File: src/rtl/thresholding_cfg_loader_pkg.sv
// Shared types and width helpers for the thresholding configuration loader.
package thresholding_cfg_loader_pkg;

   typedef enum logic [1:0] {IDLE, RUN, DRAIN, DONE} state_e;
   typedef enum logic {LOAD = 1'b0, VERIFY = 1'b1} mode_e;

   // Counters need at least one bit even when their field collapses to zero width.
   function automatic int fld_w(input int n);
      int w;
      w = $clog2(n);
      return (w > 1) ? w : 1;
   endfunction

   function automatic int addr_w(input int n, input int c, input int pe, input int sets);
      return $clog2(n) + $clog2(pe) + $clog2(c / pe) + $clog2(sets);
   endfunction

endpackage

File: src/rtl/cfg_loader_exp_fifo.sv
// Synchronous FIFO holding {address, expected value} for in-flight readbacks.
module cfg_loader_exp_fifo
   import thresholding_cfg_loader_pkg::*;
#(
   parameter int DEPTH = 8,
   parameter int W     = 12
) (
   input  logic         clk,
   input  logic         rst_n,
   input  logic         flush,
   input  logic         push,
   input  logic         pop,
   input  logic [W-1:0] din,
   output logic [W-1:0] dout,
   output logic         full,
   output logic         empty
);

   localparam int PW = fld_w(DEPTH);
   localparam int CW = $clog2(DEPTH + 1);
   localparam logic [PW-1:0] LAST = PW'(DEPTH - 1);

   logic [W-1:0]  mem [DEPTH];
   logic [PW-1:0] wr_ptr;
   logic [PW-1:0] rd_ptr;
   logic [CW-1:0] count;
   logic          do_push;
   logic          do_pop;

   assign full    = (count == CW'(DEPTH));
   assign empty   = (count == '0);
   assign do_push = push && !full;
   assign do_pop  = pop && !empty;
   assign dout    = mem[rd_ptr];

   // NOTE: storage has no reset; only pointers and count define validity.
   always_ff @(posedge clk) begin
      if (do_push) mem[wr_ptr] <= din;
   end

   always_ff @(posedge clk or negedge rst_n) begin
      if (!rst_n) begin
         wr_ptr <= '0;
         rd_ptr <= '0;
         count  <= '0;
      end else if (flush) begin
         wr_ptr <= '0;
         rd_ptr <= '0;
         count  <= '0;
      end else begin
         if (do_push) wr_ptr <= (wr_ptr == LAST) ? '0 : wr_ptr + PW'(1);
         if (do_pop)  rd_ptr <= (rd_ptr == LAST) ? '0 : rd_ptr + PW'(1);
         if (do_push && !do_pop)      count <= count + CW'(1);
         else if (do_pop && !do_push) count <= count - CW'(1);
      end
   end

endmodule

File: src/rtl/thresholding_cfg_loader.sv
// Streams threshold values into a thresholding instance's cfg port, either
// writing them (LOAD) or reading back and comparing (VERIFY).
module thresholding_cfg_loader
   import thresholding_cfg_loader_pkg::*;
#(
   parameter int K          = 8,
   parameter int N          = 3,
   parameter int C          = 4,
   parameter int PE         = 2,
   parameter int SETS       = 1,
   parameter int EXP_DEPTH  = 8,
   parameter int RB_TIMEOUT = 64,
   localparam int A         = addr_w(N, C, PE, SETS)
) (
   input  logic         clk,
   input  logic         rst_n,
   input  logic         start,
   input  logic         mode,
   output logic         busy,
   output logic         done,
   output logic         err,
   output logic [15:0]  err_cnt,
   output logic [A-1:0] err_addr,
   input  logic         s_tvalid,
   output logic         s_tready,
   input  logic [K-1:0] s_tdata,
   output logic         cfg_en,
   output logic         cfg_we,
   output logic [A-1:0] cfg_a,
   output logic [K-1:0] cfg_d,
   input  logic         cfg_rack,
   input  logic [K-1:0] cfg_q
);

   localparam int CF = C / PE;
   localparam int LN = $clog2(N);
   localparam int LP = $clog2(PE);
   localparam int LC = $clog2(CF);
   localparam int IW = fld_w(N);
   localparam int PW = fld_w(PE);
   localparam int FW = fld_w(CF);
   localparam int SW = fld_w(SETS);
   localparam int TW = $clog2(RB_TIMEOUT + 1);
   localparam logic [IW-1:0] I_LAST   = IW'(N - 1);
   localparam logic [PW-1:0] P_LAST   = PW'(PE - 1);
   localparam logic [FW-1:0] F_LAST   = FW'(CF - 1);
   localparam logic [SW-1:0] S_LAST   = SW'(SETS - 1);
   localparam logic [TW-1:0] TMO_LAST = TW'(RB_TIMEOUT - 1);

   state_e        state;
   mode_e         mode_q;
   logic [IW-1:0] i_q;
   logic [PW-1:0] pe_q;
   logic [FW-1:0] cf_q;
   logic [SW-1:0] s_q;
   logic          all_issued;
   logic [TW-1:0] tmo;
   logic [A-1:0]  addr;
   logic          accept;
   logic          last_beat;
   logic          begin_pass;
   logic          rb_active;
   logic          mismatch;
   logic          timeout;
   logic          fifo_push;
   logic          fifo_pop;
   logic          fifo_full;
   logic          fifo_empty;
   logic [A+K-1:0] fifo_dout;
   logic [A-1:0]  exp_a;
   logic [K-1:0]  exp_d;

   // Zero-width fields hold a constant 0 counter, so shifting them in is harmless.
   assign addr = (A'(s_q) << (LC + LP + LN)) | (A'(cf_q) << (LP + LN))
               | (A'(pe_q) << LN) | A'(i_q);

   assign s_tready   = (state == RUN) && !all_issued && (mode_q == LOAD || !fifo_full);
   assign accept     = s_tvalid && s_tready;
   assign last_beat  = (i_q == I_LAST) && (pe_q == P_LAST) && (cf_q == F_LAST) && (s_q == S_LAST);
   assign begin_pass = (state == IDLE) && start;
   assign rb_active  = (state == RUN || state == DRAIN) && (mode_q == VERIFY);
   assign fifo_push  = accept && (mode_q == VERIFY);
   assign fifo_pop   = rb_active && cfg_rack && !fifo_empty;
   assign {exp_a, exp_d} = fifo_dout;
   assign mismatch   = fifo_pop && (cfg_q != exp_d);
   assign timeout    = (state == DRAIN) && !fifo_empty && !cfg_rack && (tmo == TMO_LAST);

   cfg_loader_exp_fifo #(.DEPTH(EXP_DEPTH), .W(A + K)) u_exp_fifo (
      .clk   (clk),
      .rst_n (rst_n),
      .flush (begin_pass),
      .push  (fifo_push),
      .pop   (fifo_pop),
      .din   ({addr, s_tdata}),
      .dout  (fifo_dout),
      .full  (fifo_full),
      .empty (fifo_empty)
   );

   // NOTE: all state uses non-blocking assignments so every register sees pre-edge values.
   always_ff @(posedge clk or negedge rst_n) begin
      if (!rst_n) begin
         state  <= IDLE;
         mode_q <= LOAD;
         busy   <= 1'b0;
         done   <= 1'b0;
         tmo    <= '0;
      end else begin
         done <= 1'b0;
         unique case (state)
            IDLE: if (start) begin
               state  <= RUN;
               mode_q <= mode_e'(mode);
               busy   <= 1'b1;
            end
            RUN: if (all_issued) begin
               if (mode_q == VERIFY) begin
                  state <= DRAIN;
                  tmo   <= '0;
               end else begin
                  state <= DONE;
                  busy  <= 1'b0;
                  done  <= 1'b1;
               end
            end
            DRAIN: if (fifo_empty || timeout) begin
               state <= DONE;
               busy  <= 1'b0;
               done  <= 1'b1;
            end else if (cfg_rack) begin
               tmo <= '0;
            end else begin
               tmo <= tmo + TW'(1);
            end
            DONE: state <= IDLE;
         endcase
      end
   end

   // Nested beat counters: index, then PE row, then channel fold, then set.
   always_ff @(posedge clk or negedge rst_n) begin
      if (!rst_n) begin
         i_q        <= '0;
         pe_q       <= '0;
         cf_q       <= '0;
         s_q        <= '0;
         all_issued <= 1'b0;
      end else if (begin_pass) begin
         i_q        <= '0;
         pe_q       <= '0;
         cf_q       <= '0;
         s_q        <= '0;
         all_issued <= 1'b0;
      end else if (accept) begin
         if (last_beat) all_issued <= 1'b1;
         if (i_q != I_LAST) begin
            i_q <= i_q + IW'(1);
         end else begin
            i_q <= '0;
            if (pe_q != P_LAST) begin
               pe_q <= pe_q + PW'(1);
            end else begin
               pe_q <= '0;
               if (cf_q != F_LAST) begin
                  cf_q <= cf_q + FW'(1);
               end else begin
                  cf_q <= '0;
                  s_q  <= (s_q == S_LAST) ? '0 : s_q + SW'(1);
               end
            end
         end
      end
   end

   always_ff @(posedge clk or negedge rst_n) begin
      if (!rst_n) begin
         cfg_en <= 1'b0;
         cfg_we <= 1'b0;
         cfg_a  <= '0;
         cfg_d  <= '0;
      end else begin
         cfg_en <= accept;
         cfg_we <= accept && (mode_q == LOAD);
         cfg_a  <= accept ? addr : '0;
         cfg_d  <= (accept && mode_q == LOAD) ? s_tdata : '0;
      end
   end

   always_ff @(posedge clk or negedge rst_n) begin
      if (!rst_n) begin
         err      <= 1'b0;
         err_cnt  <= '0;
         err_addr <= '0;
      end else if (begin_pass) begin
         err      <= 1'b0;
         err_cnt  <= '0;
         err_addr <= '0;
      end else begin
         if (timeout || mismatch || (rb_active && cfg_rack && fifo_empty)) err <= 1'b1;
         if (mismatch) begin
            if (err_cnt != 16'hFFFF) err_cnt <= err_cnt + 16'd1;
            if (err_cnt == 16'd0)    err_addr <= exp_a;
         end
      end
   end

endmodule
File: config.mk
export PLATFORM = sky130hd
export DESIGN_NAME = thresholding_cfg_loader
export DESIGN_NICKNAME = d
export VERILOG_FILES = /design/src/rtl/thresholding_cfg_loader_pkg.sv /design/src/rtl/cfg_loader_exp_fifo.sv /design/src/rtl/thresholding_cfg_loader.sv
export SDC_FILE = /design/constraint.sdc
export NUM_CORES = 1
export LEC_CHECK = 0
export ABC_AREA = 1
export BUFFER_PORTS_ARGS = -buffer_cell sky130_fd_sc_hd__buf_2
export CAP_MARGIN = 30
export CORE_UTILIZATION = 50
export DETAILED_ROUTE_END_ITERATION = 8
export PLACE_DENSITY = 0.68
export SLEW_MARGIN = 20
export SYNTH_ARGS = -nofsm -noshare
export SYNTH_HDL_FRONTEND = slang
export SYNTH_SLANG_ARGS = --single-unit
File: constraint.sdc
create_clock -name clk -period 3.25 [get_ports clk]
set_input_delay 0.325 -clock clk [delete_from_list [all_inputs] [get_ports clk]]
set_output_delay 0.325 -clock clk [all_outputs]
set_load 0.02 [all_outputs]
==> flow_metrics.tcl, run 1 <==
set metrics [dict create \
    ant_nets 0 \
    synth.top_cell.area_share_pct 39.3 \
    layout_common_cells "nand2_1, inv_1, edfxtp_1, nor2_1, nand3_1" \
    clk_pin_slew_worst_paths_ns 0.06 \
    seq_area_um2 4430 \
    setup_ws_ns 0.501 \
    post-dp-hpwl_um 10500 \
    rsz0062_at_grt "false" \
    power_frac_comb_pct 32.0 \
    period_share_pct 84.6 \
    max-vdd-ir-drop_mv 0.530 \
    drc 0 \
    grt_max_degree 47 \
    required_ns 3.56 \
    drtIter0Drc 456 \
    place_worst_setup_slack_ns 0.549 \
    ys_warn_count 0 \
    worst-path-max-fanout 6 \
    startpoint_type "flop" \
    placement_rows 43 \
    clkPwrFrac_pct 29.9 \
    slew_viol_final 0 \
    max_slew_margin_pct 62.4 \
    drt_wl_total_um 16100 \
    initial_core_util_pct 52.1 \
    power.switching_uw 2520 \
    post_cts_buffers 0 \
    vias 5565 \
    hold_viol_final 0 \
    setup_violations 0 \
    seq_area_frac_synth_pct 60.4 \
    ys_ff_latch 158 \
    syn_area_um2 7340 \
    min_path_type "in -> reg" \
    diodes 0 \
    antenna_found_initial 0 \
    fill_cells 1195 \
    synth_area_leaders "edfxtp_1, dfrtp_1, nand2_1" \
    p_leak_uw 0.00400 \
    synth_area_leader_cell "edfxtp_1" \
    cts_resized 0 \
    p_total_uw 6840 \
    worst_pin_slew_ns 0.564 \
    fmax_mhz 364 \
    avgSynthCellArea_um2 9.33 \
    h-tree-depth 4 \
    drive_above_1_share_pct 13.6 \
    syn_nets 824 \
    grt_pass1_vias 5287 \
    power_frac_seq_pct 38.1 \
    grt.total_usage_pct 23.1 \
    cts_tree "done" \
    place.gp.congestion 0.879 \
    coreArea_um2 14100 \
    die_width_um 123 \
    die_y_um 123 \
    area_growth_pct 16.0 \
    ys_types 36 \
    worst-setup-path-type "reg -> reg" \
    dr.pass1.iters 5 \
    grt_overflow 0 \
    clk_latency_ns 0.43 \
    hold_ws_ns 0.117 \
    numPortBuffers 59 \
    status "completed" \
    numCtsBuffers 17 \
    multi_input_area_um2 2350 \
    skew_ns 0.00765 \
    p_sw_share_pct 36.8 \
    layout_commonest_cell "nand2_1" \
    layout_min_cycle_time_ns 2.75 \
    wl_per_cell_um 15.3 \
    drv_cap 0 \
    via_per_inst 5.27 \
    die-area_um2 15200 \
    syn_inst 787 \
    cp-end-kind "flop" \
    io_pins 60 \
    p_int_uw 4320 \
    fin_setup_tns_ns 0 \
    crit_arrival_ns 3.06 \
    power.density_nw_per_um2 802 \
    cts_max_path_buffers 2 \
    fin_nets 899 \
    cts.sinks 158 \
    grt_pass1_wl_um 26100 \
    root_buffer "clkbuf_16" \
]
kinds of logic after synthesis:
| kind of cell | synth area share [%] |
|---|---|
| AND/OR/NAND/NOR | 22.8 |
| flip-flops | 60.4 |
| buffers and inverters | 7.67 |
| AO/OA/AOI/OAI | 5.88 |
| adder cells (fa/ha/maj) | 2.66 |
| XOR/XNOR | 0.596 |
worst max-delay path, cell delays in order (launching register included):
cell	delay, ns
dfrtp_1	0.43
inv_1	0.13
ha_1	0.19
inv_1	0.07
nor2_1	0.13
nand2_1	0.09
nor2_1	0.13
nand2_1	0.10
inv_1	0.16
nand2_1	0.18
ha_1	0.37
a21oi_1	0.14
nand2_1	0.08
xor2_1	0.15
xor2_1	0.16
nand3_1	0.07
nand2_1	0.05
per-layer routing:
layer,wire (um),vias up,global-route usage (%)
met5,0,-,0
met4,257,0,9.56
met3,720,21,3.83
met2,8080,156,39.2
met1,7050,2656,29.3
li1,-,2732,-
registers in the layout, summed over array words and instances, names as in the netlist, 4 cells and up:
name	flops
u_exp_fifo.mem	96
err_addr	4
cfg_d	8
cfg_a	4
u_exp_fifo.count	4
tmo	7
err_cnt	16
synthesized netlist by cell type:
library cell / count
a211oi_1: 1
a21oi_1: 15
a31oi_1: 1
buf_1: 2
buf_2: 7
buf_4: 3
buf_6: 4
clkbuf_1: 8
dfrtp_1: 62
edfxtp_1: 96
fa_1: 1
ha_1: 14
inv_1: 110
inv_2: 1
inv_4: 1
nand2_1: 199
nand2_2: 1
nand2_4: 2
nand3_1: 77
nand3_2: 2
nand3b_1: 1
nand4_1: 5
nor2_1: 83
nor3_1: 13
nor3_2: 1
nor3_4: 1
nor3b_1: 3
nor4_1: 5
o21a_1: 1
o21ai_0: 49
o21ai_1: 2
o21bai_1: 1
o221ai_1: 4
o22ai_1: 6
xnor2_1: 1
xor2_1: 4
final cells by class:
cell class                      count  share of cell area [%]
Timing Repair Buffer               80                    5.49
Clock inverter                      9                    1.09
Multi-Input combinational cell    493                    27.5
Sequential cell                   158                    52.0
Clock buffer                       23                    6.24
Inverter                          112                    4.96
Tap cell                          180                    2.64
stage by stage:
stage               instance area [um2]  instances  util [%]
floorplan                          7340        787         -
global placement                   7870       1021      55.8
detailed placement                 7890       1022      56.0
CTS                                8520       1055      60.5
global route                       8520       1055      60.5
finish                             8520       1055      60.5
final timing paths:
kind                              from             endpoint  slack, ns  depth (start not counted)
max                           state[1]  u_exp_fifo.count[3]       0.50                         16
min                               mode               mode_q       0.12                          3
max reg2reg                   state[1]  u_exp_fifo.count[3]       0.50                         16
min reg2reg                err_addr[1]          err_addr[1]       0.52                          2
max in group asynchronous        rst_n          err_cnt[12]       2.06                          4
min in group asynchronous        rst_n               tmo[4]       0.40                          2
power groups by stage:
stage,Sequential (uW),Clock [uW],Combinational (uW)
finish,2600,2050,2190
global route,2640,2150,2470
CTS,2600,2060,2200
detailed placement,2640,0,2190
global placement,2620,0,2110
floorplan,2740,0,1480
repair_timing:
| action | CTS | global route |
|---|---|---|
| hold buffers | 1 | 0 |
| endpoints found under the setup margin | 0 | 0 |
| hold endpoints to repair | 20 | 0 |
(Power assumes the default switching activity.)
==> inputs of run 2 (changes only) <==
- PLACE_DENSITY: 0.68 -> 0.71
- clock period: 3.25 -> 2.3 ns (I/O delays scaled with it)
==> run 2 against run 1 <==
Effect of this change: the run now ends with hold timing left; hold slack got worse by 0.13 ns; via count shrank 0.70%; cell count increased by 2.1%; sequential share of layout area shrank 2.1 points; wire length fell by 2.9%; total power increased by 48%; clock power is 44% higher; critical endpoint unchanged; highest routed layer unchanged.
==> flow_metrics.tcl, run 2 (synthesized netlist as in run 1, its figures left out) <==
set metrics [dict create \
    die-area_um2 15200 \
    hold_viol_final 23 \
    max_slew_margin_pct 45.8 \
    fin_setup_tns_ns 0 \
    rr_worst_depth 16 \
    vias 5526 \
    grt_pass1_vias 5090 \
    area_growth_pct 21.1 \
    timing.rr.start "state[1]" \
    fill_cells 1154 \
    ant_nets 0 \
    crit_arrival_ns 2.63 \
    skew_ns 0.0118 \
    grt_pass1_wl_um 24600 \
    postLayoutCellArea_um2 8890 \
    drive_above_1_share_pct 18.4 \
    initial_core_util_pct 52.1 \
    power_frac_seq_pct 36.5 \
    clk_pin_slew_worst_paths_ns 0.06 \
    die_y_um 123 \
    root_buffer "clkbuf_16" \
    rsz0062_at_grt "true" \
    top_register "u_exp_fifo.mem" \
    cts_tree "done" \
    worst-path-max-fanout 4 \
    post-dp-hpwl_um 9610 \
    r2r_end "u_exp_fifo.count[3]" \
    min_path_type "in -> async" \
    layout_common_cells "nand2_1, inv_1, edfxtp_1, nor2_1, nand3_1" \
    drv_cap 0 \
    cp_slowest_cell "dfrtp_1" \
    power.switching_uw 3640 \
    power.density_nw_per_um2 1140 \
    setup_ws_ns 0.0365 \
    violations "hold timing" \
    required_ns 2.66 \
    diodes 0 \
    setup_violations 0 \
    grt_max_degree 63 \
    p_int_uw 6490 \
    rrSetupSlack_ns 0.04 \
    clk_latency_ns 0.42 \
    io_pins 60 \
    cp_num_buf_inv 3 \
    slew_viol_final 0 \
    drc 0 \
    startpoint_type "flop" \
    die_width_um 123 \
    cp-end-kind "flop" \
    utilization_pct 63.1 \
    antenna_found_initial 0 \
    via_per_inst 5.13 \
    worst-setup-path-type "reg -> reg" \
    worst_pin_slew_ns 0.813 \
    fmax_mhz 442 \
    clkPwrFrac_pct 29.1 \
    path_common_cell "inv_2" \
    status "complete, but fails checks" \
    placed_area_um2 8080 \
    grt.total_usage_pct 22.0 \
    coreArea_um2 14100 \
    max_stage_delay_ns 0.39 \
    p_total_uw 10100 \
    dr.pass1.iters 4 \
    wl_per_cell_um 14.5 \
    max-vdd-ir-drop_mv 0.879 \
    biggestRegsByFlops "u_exp_fifo.mem (96), err_cnt (16), cfg_d (8)" \
    power_frac_comb_pct 34.4 \
    startpoint "state[1]" \
    layout_min_cycle_time_ns 2.26 \
    drtIter0Drc 386 \
    p_leak_uw 0.00411 \
    path_delay_family "simple AND/OR/NAND/NOR gates" \
    p_sw_share_pct 35.9 \
    layout_commonest_cell "nand2_1" \
    cts_max_path_buffers 2 \
    period_share_pct 98.4 \
    grt_overflow 0 \
    place_worst_setup_slack_ns -0.0328 \
    hold_ws_ns -0.0173 \
    largest_reg_flops 96 \
    h-tree-depth 4 \
    placement_rows 43 \
    path_cells "inv_2 > ha_4 > inv_2 > nor2_2 > nand2_2 > nor2_2 > nand2_2 > inv_2 > nand2_4 > ha_4 > a21oi_2 > nand2_1 > xor2_1 > xor2_1 > nand3_1 > nand2_1" \
    numCtsBuffers 17 \
    place.gp.congestion 0.867 \
    cts.sinks 158 \
    fin_nets 921 \
    drt_wl_total_um 15600 \
    numPortBuffers 59 \
]
-- run 2: cell types whose count changed in the layout (fill, tap and decap cells not counted), sizes merged --
cell	before	now
buf	79	101
bufinv	1	4
clkbuf	23	20
clkinvlp	2	3
dlygate4sd3	1	0
inv	115	114
nand2	202	203
-- run 2: final cells by class --
type / instances / area, um2 / share of cell area [%]
Clock buffer: 20 / 447 / 5.02
Clock inverter: 12 / 183 / 2.05
Inverter: 112 / 425 / 4.78
Multi-Input combinational cell: 494 / 2500 / 28.1
Sequential cell: 158 / 4440 / 49.9
Tap cell: 180 / 225 / 2.53
Timing Repair Buffer: 101 / 677 / 7.61
-- run 2: power groups by stage --
stage	Combinational [uW]	Clock, uW	Sequential (uW)
floorplan	2110	0	3870
global placement	3200	0	3720
detailed placement	3230	0	3720
CTS	3270	2990	3670
global route	3930	3090	3740
finish	3490	2950	3700
-- run 2: worst max path at each step --
stage / to / cells past startpoint / slack (ns)
after floorplan: u_exp_fifo.count[3] / 16 / 0.004
after global placement: u_exp_fifo.count[3] / 15 / 0.08
after detailed placement: u_exp_fifo.count[3] / 16 / -0.03
after CTS: u_exp_fifo.count[3] / 16 / 0.02
after global routing: u_exp_fifo.count[3] / 16 / -0.11
final: u_exp_fifo.count[3] / 16 / 0.04
-- run 2: per-stage QoR --
stage	hold WS, ns	std cells
floorplan	-0.0656	787
global placement	0.440	1037
detailed placement	0.445	1037
CTS	0.00324	1069
global route	0.0311	1077
finish	-0.0173	1077
-- run 2: what timing repair did --
action	CTS	global route
endpoints found under the setup margin	6	22
resized for setup	4	25
pin swaps	0	14
endpoints found under the hold margin	0	0
hold buffers	0	0
setup buffers	0	7
gates cloned	0	1
-- run 2: routing by layer --
layer / GRT usage [%] / wire length, um
met2: 37.2 / 7830
met3: 4.43 / 673
met5: 0 / 0
met1: 27.7 / 6780
met4: 8.96 / 354
